File: src/rtl/mp64_exwb.sv
// Execute-to-writeback buffer: in-order FIFO of ALU results that retires one
// entry per cycle into the register file and flags register, with operand and flags forwarding.
module mp64_exwb #(
   parameter int DEPTH = 2
) (
   input  logic        clk,
   input  logic        rst_n,
   input  logic        ex_valid,
   output logic        ex_ready,
   input  logic [3:0]  ex_op,
   input  logic [3:0]  ex_rd,
   input  logic [63:0] ex_result,
   input  logic [7:0]  ex_flags,
   input  logic        ex_setf,
   input  logic        wb_stall,
   output logic        rf_we,
   output logic [3:0]  rf_waddr,
   output logic [63:0] rf_wdata,
   input  logic        flush,
   input  logic        csr_fwr,
   input  logic [1:0]  csr_fdata,
   output logic [7:0]  flags_q,
   output logic [7:0]  flags_fwd,
   input  logic [3:0]  fwd_rs,
   output logic        fwd_hit,
   output logic [63:0] fwd_data
);
   localparam int AW = (DEPTH > 1) ? $clog2(DEPTH) : 1;
   localparam logic [3:0] ALU_CMP = 4'h5;

   logic [3:0]  op_q   [DEPTH];
   logic [3:0]  rd_q   [DEPTH];
   logic [63:0] res_q  [DEPTH];
   logic [5:0]  fl_q   [DEPTH];
   logic        setf_q [DEPTH];

   logic [AW-1:0] wp, rp, idx;
   logic [AW:0]   count;
   logic          retire, accept;
   logic [5:0]    fwd_fl;
   logic          unused;

   // Only the arithmetic flags travel through the buffer; S and I come from the CSR path.
   assign unused = ^ex_flags[7:6];

   assign retire   = (count != '0) && !wb_stall;
   assign ex_ready = !flush && ((count < (AW+1)'(DEPTH)) || retire);
   assign accept   = ex_valid && ex_ready;

   assign rf_we    = retire && (op_q[rp] != ALU_CMP);
   assign rf_waddr = rd_q[rp];
   assign rf_wdata = res_q[rp];

   always_ff @(posedge clk or negedge rst_n) begin
      if (!rst_n) begin
         wp      <= '0;
         rp      <= '0;
         count   <= '0;
         flags_q <= 8'h00;
      end else begin
         if (retire && setf_q[rp]) flags_q[5:0] <= fl_q[rp];
         if (csr_fwr)              flags_q[7:6] <= csr_fdata;
         if (flush) begin
            wp    <= '0;
            rp    <= '0;
            count <= '0;
         end else begin
            if (accept) wp <= wp + 1'b1;
            if (retire) rp <= rp + 1'b1;
            if (accept && !retire)      count <= count + 1'b1;
            else if (!accept && retire) count <= count - 1'b1;
         end
      end
   end

   always_ff @(posedge clk) begin
      if (accept) begin
         op_q[wp]   <= ex_op;
         rd_q[wp]   <= ex_rd;
         res_q[wp]  <= ex_result;
         fl_q[wp]   <= ex_flags[5:0];
         setf_q[wp] <= ex_setf;
      end
   end

   // Walk oldest to newest so the newest matching entry wins.
   always_comb begin
      idx      = '0;
      fwd_fl   = flags_q[5:0];
      fwd_hit  = 1'b0;
      fwd_data = '0;
      for (int i = 0; i < DEPTH; i++) begin
         idx = rp + AW'(i);
         if ((AW+1)'(i) < count) begin
            if (setf_q[idx]) fwd_fl = fl_q[idx];
            if (op_q[idx] != ALU_CMP && rd_q[idx] == fwd_rs) begin
               fwd_hit  = 1'b1;
               fwd_data = res_q[idx];
            end
         end
      end
   end

   assign flags_fwd = {flags_q[7:6], fwd_fl};
endmodule
File: config.mk
export PLATFORM = sky130hd
export DESIGN_NAME = mp64_exwb
export DESIGN_NICKNAME = d
export VERILOG_FILES = /design/src/rtl/mp64_exwb.sv
export SDC_FILE = /design/constraint.sdc
export NUM_CORES = 1
export LEC_CHECK = 0
export ABC_AREA = 1
export ABC_CLOCK_PERIOD_IN_PS = 5100
export CORE_MARGIN = 2
export CORE_UTILIZATION = 45
export CTS_BUF_LIST = sky130_fd_sc_hd__clkbuf_4
export DETAILED_ROUTE_END_ITERATION = 6
export PLACE_DENSITY = 0.79
export SYNTH_ARGS = -nofsm -noshare
export SYNTH_HDL_FRONTEND = slang
export SYNTH_SLANG_ARGS = --single-unit
File: constraint.sdc
create_clock -name clk -period 5.1 [get_ports clk]
set_input_delay 0.51 -clock clk [delete_from_list [all_inputs] [get_ports clk]]
set_output_delay 0.51 -clock clk [all_outputs]
set_load 0.05 [all_outputs]
==> out/qor.yml, run 1 <==
finalPower_mw: 4.86
clock-sinks: 170
layoutNonFillerInstCount: 1385
vias_per_cell: 5.34
htreeDepth: 4
yosys_most_used_dff: "edfxtp_1"
fmax_ghz: 0.211
syn_area_per_cell_um2: 9.26
synth.top_cell.area_share_pct: 55.1
synth.most_common_cell: "nand2_1"
arrival_ns: 4.22
min_period_over_period_pct: 92.8
synth_largest_area_cell: "edfxtp_1"
drive_gt1_share_pct: 6.35
clk_path_buf_depth: 2
syn-num-nets: 1024
synthCells: 929
grt_use_total_pct: 22.7
power.density_nw_per_um2: 425
finalWirelength_um: 22900
num_vias: 7391
finClkSkew_ns: 0.0199
r2r_start: "count[0]$_DFFE_PN0P_"
critPathKind: "register to output port"
holdWs_ns: 0.296
synth_common_cells: "247 x nand2_1, 158 x edfxtp_1, 145 x o21ai_0"
port_buffers: 241
postCtsHoldBufs: 0
endpoint_kind: "output port"
path_clk_slew_ns: 0.14
cp-start-kind: "register"
cts_tree: "yes"
postRouteAntennaNets: 0
hold_violations: 0
maxCapViolations: 0
p_leak_nw: 4.64
synth_area_leaders: "edfxtp_1 55%, nand2_1 11%, o21ai_0 8.4%"
placed_cells: 1351
die_y_um: 142
drt_iter0_markers: 561
worst_ep_required_time_ns: 4.59
die_area_um2: 20200
nNetsFinal: 1232
core_area_um2: 18700
crit_fanout: 118
hp-class: "primary input to async pin"
grt_util_met3_pct: 4.91
yosys.cell_types.count: 24
reg2reg_depth: 8
firstDrtPassIters: 7
slew_violations: 0
globalRouteMet1Util_pct: 28.3
worst_pin_slew_ns: 0.833
synth-seq-cells: 170
grt_pass1_wl_um: 35900
mappedNetlistArea_um2: 8610
fin_crit_ns: 4.73
gp_congestion: 0.792
status: "finished, final reports clean"
rows: 50
peakVddDrop_mv: 0.316
ios: 244
cts-root-buf: "clkbuf_4"
grt_max_degree: 119
drc_errors: 0
async_flop_share_pct: 7.06
wire_per_inst_um: 16.5
grt_pass1_vias: 7085
clk_latency_ns: 0.57
rrSetupSlack_ns: 2.21
syn_to_final_growth_pct: 32.8
cts_made_buffers: 17
synth_seq_area_share_pct: 58.6
use_met2_pct: 38.3
busiest_layer: "met2"
slew_headroom_pct: 44.5
setup_viol: 0
die_w_um: 142
yosysWarnings: 0
grt_antenna_before_repair: 1
synth-edff-count: 158
start_util_pct: 46.0
rsz0062_at_grt: "no"
post-dp-hpwl_um: 14600
overflow: 0
r2r-end: "res_q[0][21]$_DFFE_PP_"
## layout by cell type, fill, tap and decap left out, types with 2 or more instances in the layout
master / instances
buf_4: 4
dlymetal6s2s_1: 2
edfxtp_1: 158
dfrtp_1: 11
clkinv_4: 3
clkinv_2: 4
nor2_4: 4
inv_1: 92
clkdlybuf4s50_1: 238
nand2_2: 7
bufinv_16: 3
nand3_1: 139
buf_12: 7
clkinv_1: 2
ha_1: 2
o22ai_1: 6
nand2_1: 247
o21ai_0: 145
mux2_2: 8
nand4_1: 2
nand3_2: 9
a21oi_1: 10
inv_6: 2
clkbuf_4: 19
nor2_1: 22
## layer usage
| metal | wire [um] | part of all wire, % |
|---|---|---|
| met5 | 0 | 0 |
| met4 | 734 | 3.2 |
| met3 | 1630 | 7.1 |
| met2 | 11500 | 50 |
| met1 | 9030 | 39 |
## kinds of logic (layout without fill, tap and decap cells)
| logic type | count (synthesis) | in the layout | share of synthesized area, % |
|---|---|---|---|
| compound gates | 162 | 162 | 9.54 |
| fa+ha+maj | 2 | 2 | 0.291 |
| buf+inv | 155 | 376 | 8.39 |
| flops | 170 | 170 | 58.6 |
| mux | 8 | 8 | 1.05 |
| other cells | 0 | 1 | 0 |
| simple gates | 432 | 432 | 22.1 |
## worst max-delay path by stage
stage	start	slack, ns	cells past startpoint	end
3_5_place_dp	rp$_DFFE_PN0P_	0.74	12	fwd_data[35]
6_report	rp$_DFFE_PN0P_	0.37	12	fwd_data[35]
5_1_grt	rp$_DFFE_PN0P_	0.003	12	fwd_data[29]
2_1_floorplan	count[0]$_DFFE_PN0P_	-0.80	7	fl_q[0][0]$_DFFE_PP_
4_1_cts	rp$_DFFE_PN0P_	0.1	12	fwd_data[35]
3_3_place_gp	rp$_DFFE_PN0P_	0.77	12	fwd_data[35]
## area by class of cell
cell class	count	area, um2
Inverter	93	354
Clock buffer	19	143
Timing Repair Buffer	251	2580
Sequential cell	170	5050
Multi-Input combinational cell	604	2860
Tap cell	234	293
Antenna cell	1	2.50
Fill cell	1521	7280
Clock inverter	13	153
## critical path: stages, from the launching register on
cell and delay, ns:
dfrtp_4 0.73, inv_6 0.32, buf_12 0.42, nand2_1 0.12, nand3_1 0.11, nand2_2 0.06, nor2_2 0.10, nand2_2 0.09
nor2_8 0.36, buf_12 0.30, nand3_1 0.10, nand2_1 0.07, clkdlybuf4s50_1 0.84
## through the flow
stage | utilization, % | area (um2) | TNS [ns] | setup slack, ns
2_1_floorplan | - | 8610 | -126.07 | -0.798
3_3_place_gp | 59.4 | 11100 | 0 | 0.773
3_5_place_dp | 59.4 | 11100 | 0 | 0.743
4_1_cts | 60.9 | 11400 | 0 | 0.0955
5_1_grt | 61.1 | 11400 | 0 | 0.00279
6_report | 61.1 | 11400 | 0 | 0.366
## sequential cells by signal, indices dropped and copies added (netlist names)
name	flops
count	2
fl_q	12
flags_q	8
op_q	8
rd_q	8
res_q	128
rp	1
setf_q	2
wp	1
## power breakdown
part / internal [mW] / total [mW] / switching [mW]
Clock: 0.348 / 0.807 / 0.459
Combinational: 0.687 / 2.29 / 1.60
Sequential: 1.67 / 1.76 / 0.0882
Total: 2.71 / 4.86 / 2.15
## repair_timing
action / 4_1_cts / 5_1_grt
resized for setup: 0 / 3
setup endpoints to repair: 0 / 40
setup buffers: 0 / 1
Note: power is estimated with default switching activity, not from simulation.
==> run 2: changes to the inputs <==
--- a/config.mk
+++ b/config.mk
@@ -5,7 +5,6 @@
 export SDC_FILE = /design/constraint.sdc
 export NUM_CORES = 1
 export LEC_CHECK = 0
-export ABC_AREA = 1
 export ABC_CLOCK_PERIOD_IN_PS = 5100
 export CORE_MARGIN = 2
 export CORE_UTILIZATION = 45
==> run 2 against run 1 <==
  * Worst hold slack better by 0.016 ns
  * Area after synthesis fell by 2.1%
  * Via count decreased by 23%
  * Die area decreased by 2.0%
  * Synthesized cell count fell by 38%
  * Sequential cell count unchanged
  * Sequential share of layout area increased by 0.73 points
  * Global-route usage shrank 3.1 points
  * Combinational power rose by 28%
  * Highest routed layer unchanged
==> out/qor.yml, run 2 <==
gp_congestion: 0.789  # -0.39%
cts_setup_buffers: 0  # unchanged
dp_slack_ns: 0.976  # +0.233 ns
syn-num-nets: 672  # -34%
ios: 244  # unchanged
path_clk_slew_ns: 0.15  # about the same
rows: 50  # unchanged
synth.most_common_cell: "edfxtp_1"
arrival_ns: 4.20  # -0.02 ns
synth_largest_area_cell: "edfxtp_1"
maxCapViolations: 0  # unchanged
grt_pass1_vias: 6023  # -15%
cts-root-buf: "clkbuf_4"
synth-edff-count: 158  # unchanged
p_leak_nw: 3.55  # -23%
finalWirelength_um: 19500  # -15%
slew_headroom_pct: 19.5  # -25 points
async_flop_share_pct: 7.06  # unchanged
htreeDepth: 4  # unchanged
finalPower_mw: 5.48  # +13%
yosys.cell_types.count: 37  # +54%
synthAdderAreaFrac_pct: 0.297  # +0.0061 points
die_y_um: 141  # -1.0%
yosys_most_used_dff: "edfxtp_1"
mappedNetlistArea_um2: 8430  # -2.1%
reg.largest.list: "res_q (128), fl_q (12)"
regMostFlops: "res_q"
largest_reg_flops: 128  # unchanged
fillers: 1418  # -6.8%
hp-class: "primary input to async pin"
slowest_stage: "clkdlybuf4s50_1"
postCtsHoldBufs: 0  # unchanged
drt_iter0_markers: 243  # -57%
min_period_over_period_pct: 92.4  # -0.40 points
setup_ws_ns: 0.386  # +0.0202 ns
postRouteAntennaNets: 0  # unchanged
crit_chain: "buf_4, buf_4, mux2i_1, o21ai_2, o22ai_1, a21oi_1, clkdlybuf4s50_1"
wire_per_inst_um: 18.5  # +12%
num_vias: 5670  # -23%
cts_resized: 0  # unchanged
fmax_ghz: 0.212  # +0.43%
synth_area_leaders: "edfxtp_1 56%, mux2i_1 17%, mux2_2 8.8%"
die_w_um: 141  # -1.0%
clk_path_buf_depth: 2  # unchanged
peakVddDrop_mv: 0.420  # +33%
drc_errors: 0  # unchanged
syn_to_final_growth_pct: 33.4
synthCells: 577  # -38%
cp-start-kind: "register"
grt_antenna_before_repair: 1  # unchanged
worst_ep_required_time_ns: 4.59  # about the same
synth_common_cells: "158 x edfxtp_1, 146 x mux2i_1, 67 x nand3_1"
met1_length_um: 7990  # -12%
grt_use_total_pct: 19.7  # -3.1 points
status: "finished, final reports clean"
die_area_um2: 19800  # -2.0%
finClkSkew_ns: 0.0242  # +0.00430 ns
synth.top_cell.area_share_pct: 56.3  # +1.2 points
drive_gt1_share_pct: 14.1  # +7.7 points
finalSetupTns_ns: 0  # unchanged
synth_compound_area_share_pct: 2.64  # -6.9 points
syn_area_per_cell_um2: 14.6  # +58%
synthMuxAreaShare_pct: 26.6  # +26 points
synth-xor-area-share_pct: 1.04  # +1.0 points
final_cell_mix: "241 x clkdlybuf4s50_1, 158 x edfxtp_1, 146 x mux2i_1"
nNetsFinal: 898  # -27%
clk_latency_ns: 0.54  # -0.03 ns
firstDrtPassIters: 4  # -3
start_util_pct: 45.5  # -0.49 points
core_area_um2: 18500  # -1.0%
top_layer: "met4"
endpoint_kind: "output port"
mostFrequentLayoutCell: "clkdlybuf4s50_1"
grt_pass1_wl_um: 30600  # -15%
fin_crit_ns: 4.71  # -0.0202 ns
power.density_nw_per_um2: 488  # +15%
port_buffers: 241  # unchanged
overflow: 0  # unchanged
slew_violations: 0  # unchanged
clock-sinks: 170  # unchanged
critPathKind: "register to output port"
cts_tree: "yes"
synth_top_family_by_area: "multiplexers"
yosysWarnings: 0  # unchanged
max_stage_delay_ns: 0.84  # about the same
synth-seq-cells: 170  # unchanged
dr_wl_met2_um: 10000  # -13%
grt_max_degree: 80  # -33%
synth_seq_area_share_pct: 59.9  # +1.2 points
crit_path_frequent_cell: "buf_4"
met3_wirelength_um: 1110  # -32%
rsz0062_at_grt: "no"
setup_viol: 0  # unchanged
hold_violations: 0  # unchanged
cts_made_buffers: 17  # unchanged
synth-simple-area-share_pct: 5.76  # -16 points
post-dp-hpwl_um: 13100  # -11%
vias_per_cell: 5.39  # +1.1%
worst_pin_slew_ns: 1.20  # +0.365 ns
crit_fanout: 52  # -56%
run 2: worst max-delay path: cells and delay by family (launching register included):
kind	cells	cell delay, ns
buffers and inverters	3	2.15
multiplexers	1	0.24
AO/OA/AOI/OAI	3	0.60
flip-flops	1	0.62
run 2: cell families after synthesis:
family,count (synthesis)
muxes,215
AOI/OAI and AO/OA,35
and+or+nand+nor,94
buffers and inverters,51
DFF,170
adders and majority gates,2
xor gates and xnor gates,10
run 2: cell type report:
class	count	area, um2	share of cell area (%)
multi-input combinational	356	3100	27.5
antenna	1	2.50	0.0223
tap	234	293	2.60
clock buffer	17	128	1.14
timing repair buffer	251	2510	22.3
sequential	170	5050	44.9
clock inverter	15	138	1.22
inverter	7	26.3	0.234
run 2: metal layers:
layer,vias to the layer above,global-route usage [%]
li1,2676,-
met1,2782,22.8
met2,190,35.8
met3,22,4.65
met4,0,6.79
met5,-,0
run 2: per-stage QoR:
step	cell area [um2]	cells	hold WS [ns]	utilization, %
after detailed placement	11000	1018	0.529	59.3
after global placement	11000	1018	0.512	59.3
after CTS	11200	1050	0.259	60.7
after global routing	11200	1051	0.280	60.7
final	11200	1051	0.312	60.7
after floorplan	8430	577	0.214	-
run 2: worst paths after layout:
check | from | endpoint | slack [ns] | cells past startpoint
min in group clk | ex_flags[5] | fl_q[1][5]$_DFFE_PP_ | 0.53 | 1
max reg2reg | rp$_DFFE_PN0P_ | flags_q[2]$_DFFE_PN0P_ | 1.61 | 6
max in group asynchronous | rst_n | rp$_DFFE_PN0P_ | 4.36 | 1
min | rst_n | flags_q[1]$_DFFE_PN0P_ | 0.31 | 1
max | rp$_DFFE_PN0P_ | flags_fwd[1] | 0.39 | 7
min reg2reg | flags_q[6]$_DFFE_PN0P_ | flags_q[6]$_DFFE_PN0P_ | 0.56 | 1
run 2: report_power, final:
part           internal [mW]  switching (mW)
registers               1.70           0.103
logic                   1.04            1.89
clock network          0.250           0.491
total                   2.99            2.49
